[src/rtl/adder_pipe_param_if.sv]
// Operand/result handshake bundle for adder_pipe_param.
// slave = the adder itself, master = whatever feeds operands and drains results.
interface adder_pipe_param_if #(
  parameter int WIDTH = 32
);
  logic             i_valid;
  logic             o_ready;
  logic [WIDTH-1:0] i_a;
  logic [WIDTH-1:0] i_b;
  logic             i_cin;
  logic             i_sub;
  logic             o_valid;
  logic             i_ready;
  logic [WIDTH-1:0] o_sum;
  logic             o_cout;
  logic             o_overflow;
  logic             o_zero;

  modport slave (
    input  i_valid, i_a, i_b, i_cin, i_sub, i_ready,
    output o_ready, o_valid, o_sum, o_cout, o_overflow, o_zero
  );

  modport master (
    output i_valid, i_a, i_b, i_cin, i_sub, i_ready,
    input  o_ready, o_valid, o_sum, o_cout, o_overflow, o_zero
  );
endinterface

[src/rtl/adder_pipe_param.sv]
// Pipelined segmented adder/subtractor: one SEG_W-bit slice per stage, carry registered
// between stages, plus a registered output stage that also forms the overflow/zero flags.
module adder_pipe_param #(
  parameter int WIDTH = 32,
  parameter int SEG_W = 8
) (
  input  logic                     i_clk,
  input  logic                     i_reset,
  adder_pipe_param_if.slave        bus,
  output logic [WIDTH/SEG_W-1:0]   dbg_stage_valid
);
  localparam int NSEG = WIDTH / SEG_W;

  if (SEG_W < 1 || NSEG < 1 || (WIDTH % SEG_W) != 0) begin : g_bad_params
    $error("adder_pipe_param: WIDTH (%0d) must be a positive multiple of SEG_W (%0d)", WIDTH, SEG_W);
  end

  // Handshake: an operand transfers on an edge with i_valid && o_ready; a result transfers on an
  // edge with o_valid && i_ready. The whole pipe advances together whenever the output register
  // is empty or being drained, so o_ready is simply that advance condition.
  logic adv;
  logic o_valid_q;
  logic [WIDTH-1:0] o_sum_q;
  logic o_cout_q, o_overflow_q, o_zero_q;

  assign adv         = !o_valid_q || bus.i_ready;
  assign bus.o_ready = adv;

  logic [NSEG-1:0]  st_v, in_v;
  logic [NSEG-1:0]  st_c, in_c, nx_c;
  logic [WIDTH-1:0] st_a   [NSEG];
  logic [WIDTH-1:0] st_b   [NSEG];
  logic [WIDTH-1:0] st_sum [NSEG];
  logic [WIDTH-1:0] in_a   [NSEG];
  logic [WIDTH-1:0] in_b   [NSEG];
  logic [WIDTH-1:0] in_sum [NSEG];
  logic [WIDTH-1:0] nx_sum [NSEG];

  for (genvar s = 0; s < NSEG; s++) begin : g_stage
    logic [SEG_W:0]   seg;
    logic [WIDTH-1:0] merged;

    if (s == 0) begin : g_head
      // B is stored already inverted in subtract mode, so later stages and the
      // overflow flag see B' directly.
      assign in_v[s]   = bus.i_valid;
      assign in_a[s]   = bus.i_a;
      assign in_b[s]   = bus.i_sub ? ~bus.i_b : bus.i_b;
      assign in_c[s]   = bus.i_sub | bus.i_cin;
      assign in_sum[s] = '0;
    end else begin : g_tail
      assign in_v[s]   = st_v[s-1];
      assign in_a[s]   = st_a[s-1];
      assign in_b[s]   = st_b[s-1];
      assign in_c[s]   = st_c[s-1];
      assign in_sum[s] = st_sum[s-1];
    end

    assign seg = {1'b0, in_a[s][s*SEG_W +: SEG_W]}
               + {1'b0, in_b[s][s*SEG_W +: SEG_W]}
               + {{SEG_W{1'b0}}, in_c[s]};

    always_comb begin
      merged                     = in_sum[s];
      merged[s*SEG_W +: SEG_W]   = seg[SEG_W-1:0];
    end

    assign nx_c[s]   = seg[SEG_W];
    assign nx_sum[s] = merged;
  end

  always_ff @(posedge i_clk) begin
    if (i_reset) begin
      st_v <= '0;
    end else if (adv) begin
      st_v <= in_v;
    end
  end

  // Datapath registers need no reset: nothing downstream looks at them without a valid bit.
  always_ff @(posedge i_clk) begin
    if (adv) begin
      for (int s = 0; s < NSEG; s++) begin
        st_a[s]   <= in_a[s];
        st_b[s]   <= in_b[s];
        st_sum[s] <= nx_sum[s];
      end
      st_c <= nx_c;
    end
  end

  // Output stage: flags are formed from the fully assembled sum and held while no result is valid.
  always_ff @(posedge i_clk) begin
    if (i_reset) begin
      o_valid_q    <= 1'b0;
      o_sum_q      <= '0;
      o_cout_q     <= 1'b0;
      o_overflow_q <= 1'b0;
      o_zero_q     <= 1'b0;
    end else if (adv) begin
      o_valid_q <= st_v[NSEG-1];
      if (st_v[NSEG-1]) begin
        o_sum_q      <= st_sum[NSEG-1];
        o_cout_q     <= st_c[NSEG-1];
        o_overflow_q <= (st_a[NSEG-1][WIDTH-1] == st_b[NSEG-1][WIDTH-1]) &&
                        (st_sum[NSEG-1][WIDTH-1] != st_a[NSEG-1][WIDTH-1]);
        o_zero_q     <= (st_sum[NSEG-1] == '0);
      end
    end
  end

  assign bus.o_valid    = o_valid_q;
  assign bus.o_sum      = o_sum_q;
  assign bus.o_cout     = o_cout_q;
  assign bus.o_overflow = o_overflow_q;
  assign bus.o_zero     = o_zero_q;
  assign dbg_stage_valid = st_v;
endmodule

[src/flat_wrapper.sv]
// flat-port wrapper written by rule: the top's interface ports become plain ports
module adder_pipe_param_flat 
#(
  parameter int WIDTH = 32,
  parameter int SEG_W = 8
)
  (i_clk, i_reset, dbg_stage_valid, bus_i_valid, bus_i_a, bus_i_b, bus_i_cin, bus_i_sub, bus_i_ready, bus_o_ready, bus_o_valid, bus_o_sum, bus_o_cout, bus_o_overflow, bus_o_zero);
  adder_pipe_param_if #(.WIDTH(WIDTH)) bus_i ();
  input  logic i_clk;
  input  logic i_reset;
  output logic [WIDTH/SEG_W-1:0] dbg_stage_valid;
  input wire logic [$bits(bus_i.i_valid)-1:0] bus_i_valid;
  input wire logic [$bits(bus_i.i_a)-1:0] bus_i_a;
  input wire logic [$bits(bus_i.i_b)-1:0] bus_i_b;
  input wire logic [$bits(bus_i.i_cin)-1:0] bus_i_cin;
  input wire logic [$bits(bus_i.i_sub)-1:0] bus_i_sub;
  input wire logic [$bits(bus_i.i_ready)-1:0] bus_i_ready;
  output wire logic [$bits(bus_i.o_ready)-1:0] bus_o_ready;
  output wire logic [$bits(bus_i.o_valid)-1:0] bus_o_valid;
  output wire logic [$bits(bus_i.o_sum)-1:0] bus_o_sum;
  output wire logic [$bits(bus_i.o_cout)-1:0] bus_o_cout;
  output wire logic [$bits(bus_i.o_overflow)-1:0] bus_o_overflow;
  output wire logic [$bits(bus_i.o_zero)-1:0] bus_o_zero;
  assign bus_i.i_valid = bus_i_valid;
  assign bus_i.i_a = bus_i_a;
  assign bus_i.i_b = bus_i_b;
  assign bus_i.i_cin = bus_i_cin;
  assign bus_i.i_sub = bus_i_sub;
  assign bus_i.i_ready = bus_i_ready;
  assign bus_o_ready = bus_i.o_ready;
  assign bus_o_valid = bus_i.o_valid;
  assign bus_o_sum = bus_i.o_sum;
  assign bus_o_cout = bus_i.o_cout;
  assign bus_o_overflow = bus_i.o_overflow;
  assign bus_o_zero = bus_i.o_zero;
  adder_pipe_param #(.WIDTH(WIDTH), .SEG_W(SEG_W)) u_core (.i_clk(i_clk), .i_reset(i_reset), .bus(bus_i), .dbg_stage_valid(dbg_stage_valid));
endmodule
[config.mk]
export PLATFORM = sky130hd
export DESIGN_NAME = adder_pipe_param_flat
export DESIGN_NICKNAME = d
export VERILOG_FILES = /design/src/rtl/adder_pipe_param_if.sv /design/src/rtl/adder_pipe_param.sv /design/src/flat_wrapper.sv
export SDC_FILE = /design/constraint.sdc
export NUM_CORES = 1
export LEC_CHECK = 0
export ABC_CLOCK_PERIOD_IN_PS = 4300
export BUFFER_PORTS_ARGS = -buffer_cell sky130_fd_sc_hd__buf_2
export CAP_MARGIN = 10
export CORE_MARGIN = 4
export CORE_UTILIZATION = 57
export DETAILED_ROUTE_END_ITERATION = 8
export HOLD_SLACK_MARGIN = 0.02
export PLACE_DENSITY = 0.84
export SLEW_MARGIN = 20
export SYNTH_ARGS = -nofsm -noshare
export SYNTH_HDL_FRONTEND = slang
export SYNTH_SLANG_ARGS = --single-unit
[constraint.sdc]
create_clock -name i_clk -period 4.3 [get_ports i_clk]
set_input_delay 0.43 -clock i_clk [delete_from_list [all_inputs] [get_ports i_clk]]
set_output_delay 0.43 -clock i_clk [all_outputs]
set_load 0.05 [all_outputs]
* Yosys cells after proc, flatten, opt, wreduce, memory -nomap -nowiden
Memories as Yosys holds them, arrays and structs flattened.
Index checks and enable logic that the tools add are counted.
** Operators by class
- Add/sub/neg operators :: 8
- Eq/ne operators :: 2
- Mux-type cells :: 3
- Bitwise logic cells :: 2
- Reductions and logical operators :: 5
** Operators with widths (number)
- 8-bit by 8-bit adder with 9-bit output :: 4
- 9-bit by 1-bit adder with 9-bit output :: 4
- 32-bit logical NOT :: 1
- 32-bit 2-to-1 mux :: 1
- 32-bit NOT :: 1
- 1-bit 2-to-1 mux :: 2
- 2-bit AND reduction :: 1
- 1-bit == test :: 1
- 1-bit logical AND :: 1
- 1-bit logical NOT :: 1
- 1-bit logical OR :: 1
- 1-bit inequality test :: 1
- 1-bit OR :: 1
** Storage, ports and cells
- Bits in registers :: 44
- RAM bits :: 384
- Input bits :: 70
- Output and inout port bits :: 41
- Memories kept :: 3
** Memories
- u_core.st_a :: depth 4, width 32, read ports 4, clocked after Yosys merged registers in 0, wr ports 4, line adder_pipe_param.sv:31 : logic [WIDTH-1:0] st_a [NSEG];
- u_core.st_b :: depth 4, width 32, read ports 4, clocked after Yosys merged registers in 0, wr ports 4, line adder_pipe_param.sv:32 : logic [WIDTH-1:0] st_b [NSEG];
- u_core.st_sum :: depth 4, width 32, read ports 4, clocked after Yosys merged registers in 0, wr ports 4, line adder_pipe_param.sv:33 : logic [WIDTH-1:0] st_sum [NSEG];

* Depth between registers and ports, before layout
- Word-level depth :: 4
- Mapped depth :: 9

* Least setup slack after synthesis
No wires, ideal clock.
- Path kind :: reg2reg
- Start :: reg u_core.o_valid_q, in the netlist u_core.bus.o_valid
- End :: reg u_core.o_zero_q, in the netlist u_core.bus.o_zero
- Arrival time :: 3.641 ns
- Data required time :: 4.167 ns
- Slack :: 0.526 ns
- Cell stages (with the launch flop) :: 7
- Path buffers :: 1
- Clock period less this slack :: 3.774 ns
- Cells stage by stage :: dfxtp_1 nor2b_2 inv_2 nand2_2 buf_2 nand3b_1 o41ai_1
** On the way
- Word-level cells in the longest chain between the ends :: 3
** Ends and longest elaborated chain
- start, declared :: line adder_pipe_param.sv:22 : logic o_valid_q;
- start signal, assigned :: line adder_pipe_param.sv:101 : o_valid_q <= st_v[NSEG-1];
- 1-bit logical NOT :: line adder_pipe_param.sv:26 : assign adv = !o_valid_q || bus.i_ready;
- 1-bit logical OR :: line adder_pipe_param.sv:26
- net bus_o_ready :: line flat_wrapper.sv:18 : output wire logic [$bits(bus_i.o_ready)-1:0] bus_o_ready;
- 2-bit AND reduction (no line)
- end signal, assigned :: line adder_pipe_param.sv:107 : o_zero_q <= (st_sum[NSEG-1] == '0);
- end, declared :: line adder_pipe_param.sv:24 : logic o_cout_q, o_overflow_q, o_zero_q;
The timed path passes the listed nets, and every way through them passes these cells.
A chain may end at the register's enable or synchronous reset.

* Final worst setup path
- Start :: in bus_i_sub
- End :: reg u_core.st_c[0] (data pin)
** On the way
- Word-level cells in the longest chain between the ends :: 3
- Elaborated cells between the ends (all ways) :: 4
- Those cells by class :: add/sub: 2; mux: 1; bitwise: 1
** Ends and longest elaborated chain
- start, declared :: line flat_wrapper.sv:16 : input wire logic [$bits(bus_i.i_sub)-1:0] bus_i_sub;
- 32-bit 2-to-1 mux :: line adder_pipe_param.sv:48 : assign in_b[s] = bus.i_sub ? ~bus.i_b : bus.i_b;
- 8-bit by 8-bit adder with 9-bit output :: line adder_pipe_param.sv:60 : + {1'b0, in_b[s][s*SEG_W +: SEG_W]}
- 9-bit by 1-bit adder with 9-bit output (*) :: line adder_pipe_param.sv:61 : + {{SEG_W{1'b0}}, in_c[s]};
- net u_core.g_stage[0].seg[8] :: line adder_pipe_param.sv:40 : logic [SEG_W:0] seg;
- end signal, assigned :: line adder_pipe_param.sv:88 : st_c <= nx_c;
- end, declared :: line adder_pipe_param.sv:30 : logic [NSEG-1:0] st_c, in_c, nx_c;
Mark *: on every way through the listed nets, which the timed path passes. The rest lies on a longest branch.

==> impl_metrics.py <==
metrics = {
    "synth": {
        "synth_area_per_cell_um2": 15.1,
        "postSynthCellCount": 563,
        "async_flop_share_pct": 0,
        "ys_ff_latch": 222,
        "synth_edf_count": 182,
        "netlist.top_cell.by_area": "edfxtp_1",
        "ys.flop_type": "edfxtp_1",
        "synth.area.top_cells": "edfxtp_1 64%, dfxtp_1 9.4%, xor2_1 4.5%",
        "ys_seq_area_share_pct": 73.8,
        "synthesis.area_mm2": 0.00849,
        "synth.yosys.warnings": 0,
        "synth.distinct_cells": 38,
        "synth_top_area_share_pct": 64.4,
        "synthesis.nets": 669,
    },
    "placement": {
        "io_buffers": 110,
        "globalplace.congestion": 0.839,
        "place_hpwl_mm": 9.27,
    },
    "cells_and_area": {
        "layout-drive-gt1-share_pct": 21.7,
        "area_growth_pct": 16.9,
        "final_util_pct": 68.2,
        "nNetsFinal": 790,
        "antenna_cells": 0,
    },
    "detailed_routing": {
        "vias": 4547,
        "drt-initial-drc-count": 194,
        "wl_per_cell_um": 15.5,
        "drc": 0,
        "drt-total-wl_mm": 13.7,
        "firstDrtPassIters": 5,
        "vias_per_cell": 5.14,
        "postRouteAntennaNets": 0,
    },
    "global_routing": {
        "met2_usage_pct": 28.2,
        "grt_pass1_vias": 4653,
        "antenna_found_initial": 0,
        "grt_pass1_wl_mm": 22.2,
        "grt-busiest-layer": "met2",
        "grt_start_max_net_pins": 87,
        "use_met1_pct": 21.4,
        "grt_usage_pct": 16.3,
        "globalRouteMet3Util_pct": 2.70,
        "grt_overflow": 0,
    },
    "timing": {
        "tns_ns": 0,
        "setup_viol": 0,
        "max_freq_ghz": 0.406,
        "layout_worst_path_cycle_share_pct": 57.3,
        "worst_slew_pin_slew_ns": 1.01,
        "hold_viol": 0,
        "slew_viol_final": 0,
        "grt_setup_unrepaired": "no",
        "fin_crit_ns": 2.46,
        "fin_worst_skew_ns": 0.00998,
        "relSlewSlack_pct": 32.5,
    },
    "clocking": {
        "hold_buffers": 0,
        "cts_buffer_depth": 3,
        "cts_tree": "done",
        "root_buffer": "clkbuf_16",
        "cts-buffers-inserted": 22,
        "htree_levels": 1,
        "postCtsSetupRepairBufs": 0,
        "clk_latency_ns": 0.48,
        "cts-resized-gates": 0,
        "path_clk_slew_ns": 0.06,
        "cts_sinks": 222,
    },
    "power_and_ir_drop": {
        "p_sw_share_pct": 22.0,
        "p_int_mw": 4.06,
        "power_frac_clock_pct": 35.2,
        "p_sw_mw": 1.15,
        "totalPowerFinal_mw": 5.21,
        "power_density_mw_per_mm2": 525,
        "peakVddDrop_v": 0.000275,
        "p_seq_share_pct": 56.0,
        "cellLeakagePower_nw": 3.96,
        "pwr-share-comb_pct": 8.7,
    },
    "status": {
        "status": "complete, no violations",
    },
    "critical_path": {
        "worst-path-max-fanout": 10,
        "start_kind": "primary input",
        "crit_arrival_ns": 2.71,
        "critical_path_class": "primary input to register",
        "end_kind": "register",
        "cp.required_ns": 4.54,
    },
    "floorplan": {
        "coreArea_mm2": 0.0145,
        "pin_count": 111,
        "start_util_pct": 58.4,
        "die_y_um": 130,
        "die_area_mm2": 0.0169,
        "rows": 44,
        "dieWidth_um": 130,
    },
    "run": {
        "drv_cap": 0,
    },
    "hold_path": {
        "hp-class": "primary input to register",
    },
}
[stage by stage]
step | area [um^2] | hold slack (ns) | worst slack [ns] | instances
after global routing | 9920 | 0.101 | 1.64 | 884
after CTS | 9920 | 0.0999 | 1.86 | 884
after global placement | 9210 | 0.402 | 1.43 | 844
after detailed placement | 9210 | 0.405 | 1.35 | 844
after floorplan | 8490 | 0.400 | 0.526 | 563
final | 9920 | 0.119 | 1.84 | 884
[cells in the final DEF, fill, tap and decap left out, drive strengths merged, types with 3 or more instances in the layout]
master | netlist | final
o21ai | 3 | 3
a211oi | 3 | 3
o211ai | 5 | 5
clkinv | 0 | 9
xnor2 | 12 | 12
nand2 | 84 | 84
nor4 | 8 | 8
or2 | 3 | 3
o21bai | 4 | 4
nor2 | 14 | 14
a21o | 3 | 3
nand3 | 8 | 8
inv | 19 | 19
a21oi | 47 | 47
nor3 | 8 | 8
xor2 | 44 | 44
fa | 8 | 8
nor2b | 4 | 4
clkbuf | 6 | 27
and2 | 3 | 3
buf | 10 | 113
ha | 28 | 28
edfxtp | 182 | 182
dfxtp | 40 | 40
[power groups by stage]
stage          Clock (mW)  Sequential, mW  Combinational [mW]
4_1_cts              1.88            2.92               0.455
6_report             1.83            2.92               0.455
3_3_place_gp            0            2.95               0.418
3_5_place_dp            0            2.96               0.446
5_1_grt              1.97            2.95               0.506
2_1_floorplan           0            2.92               0.299
[final timing paths]
check                                 startpoint                              to  slack, ns  cells past startpoint
setup reg to reg    u_core.st_b[2][24]$_DFFE_PN_  u_core.st_sum[3][30]$_DFFE_PN_       1.88                      8
hold reg to reg   u_core.st_sum[2][13]$_DFFE_PN_  u_core.st_sum[3][13]$_DFFE_PN_       0.41                      0
setup / recovery                       bus_i_sub        u_core.st_c[0]$_DFFE_PN_       1.84                      9
hold / removal                       bus_i_a[30]    u_core.st_a[0][30]$_DFFE_PN_       0.12                      1
[Yosys cell counts, types with 4 or more instances]
| cell | count |
|---|---|
| a21oi_1 | 44 |
| buf_2 | 7 |
| clkbuf_1 | 6 |
| dfxtp_1 | 40 |
| edfxtp_1 | 182 |
| fa_1 | 8 |
| ha_1 | 28 |
| inv_1 | 18 |
| nand2_1 | 83 |
| nand3_1 | 8 |
| nor2_1 | 14 |
| nor3_1 | 8 |
| nor4_1 | 8 |
| o211ai_1 | 5 |
| o21bai_1 | 4 |
| xnor2_1 | 12 |
| xor2_1 | 44 |
[per-layer routing]
| metal | share of wire (%) | routed length (um) |
|---|---|---|
| met1 | 43 | 5900 |
| met2 | 49 | 6690 |
| met3 | 5.9 | 800 |
| met4 | 2.1 | 282 |
| met5 | 0 | 0 |
[layout make-up]
type                    count  area (um^2)
multi-input cells         306         2070
fillers                   976         4620
clock inverters            13          114
repair buffers            113          573
flip-flops and latches    222         6270
clock buffers              27          591
inverters                  19         76.3
well taps                 184          230
[sequential cells by signal, indices dropped and copies added (netlist names)]
signal                  count
u_core.st_sum              80
u_core.st_a                49
u_core.st_b                49
u_core.bus.o_sum           32
u_core.dbg_stage_valid      4
u_core.st_c                 4
u_core.bus.o_cout           1
u_core.bus.o_overflow       1
u_core.bus.o_valid          1
u_core.bus.o_zero           1
[critical path, cell delays in order]
cell	delay [ns]
buf_2	0.19
or2_2	0.34
fa_1	0.42
fa_1	0.43
a21o_1	0.18
a21oi_2	0.19
o211ai_1	0.16
a21o_1	0.20
a21o_1	0.17
[logic make-up after synthesis]
kind of cell	synth area share [%]
compound gates	5.21
xor+xnor	5.78
fa+ha+maj	6.02
buf+inv	1.78
flops	73.8
simple gates	7.37
Power figures use the tool's default switching activity.
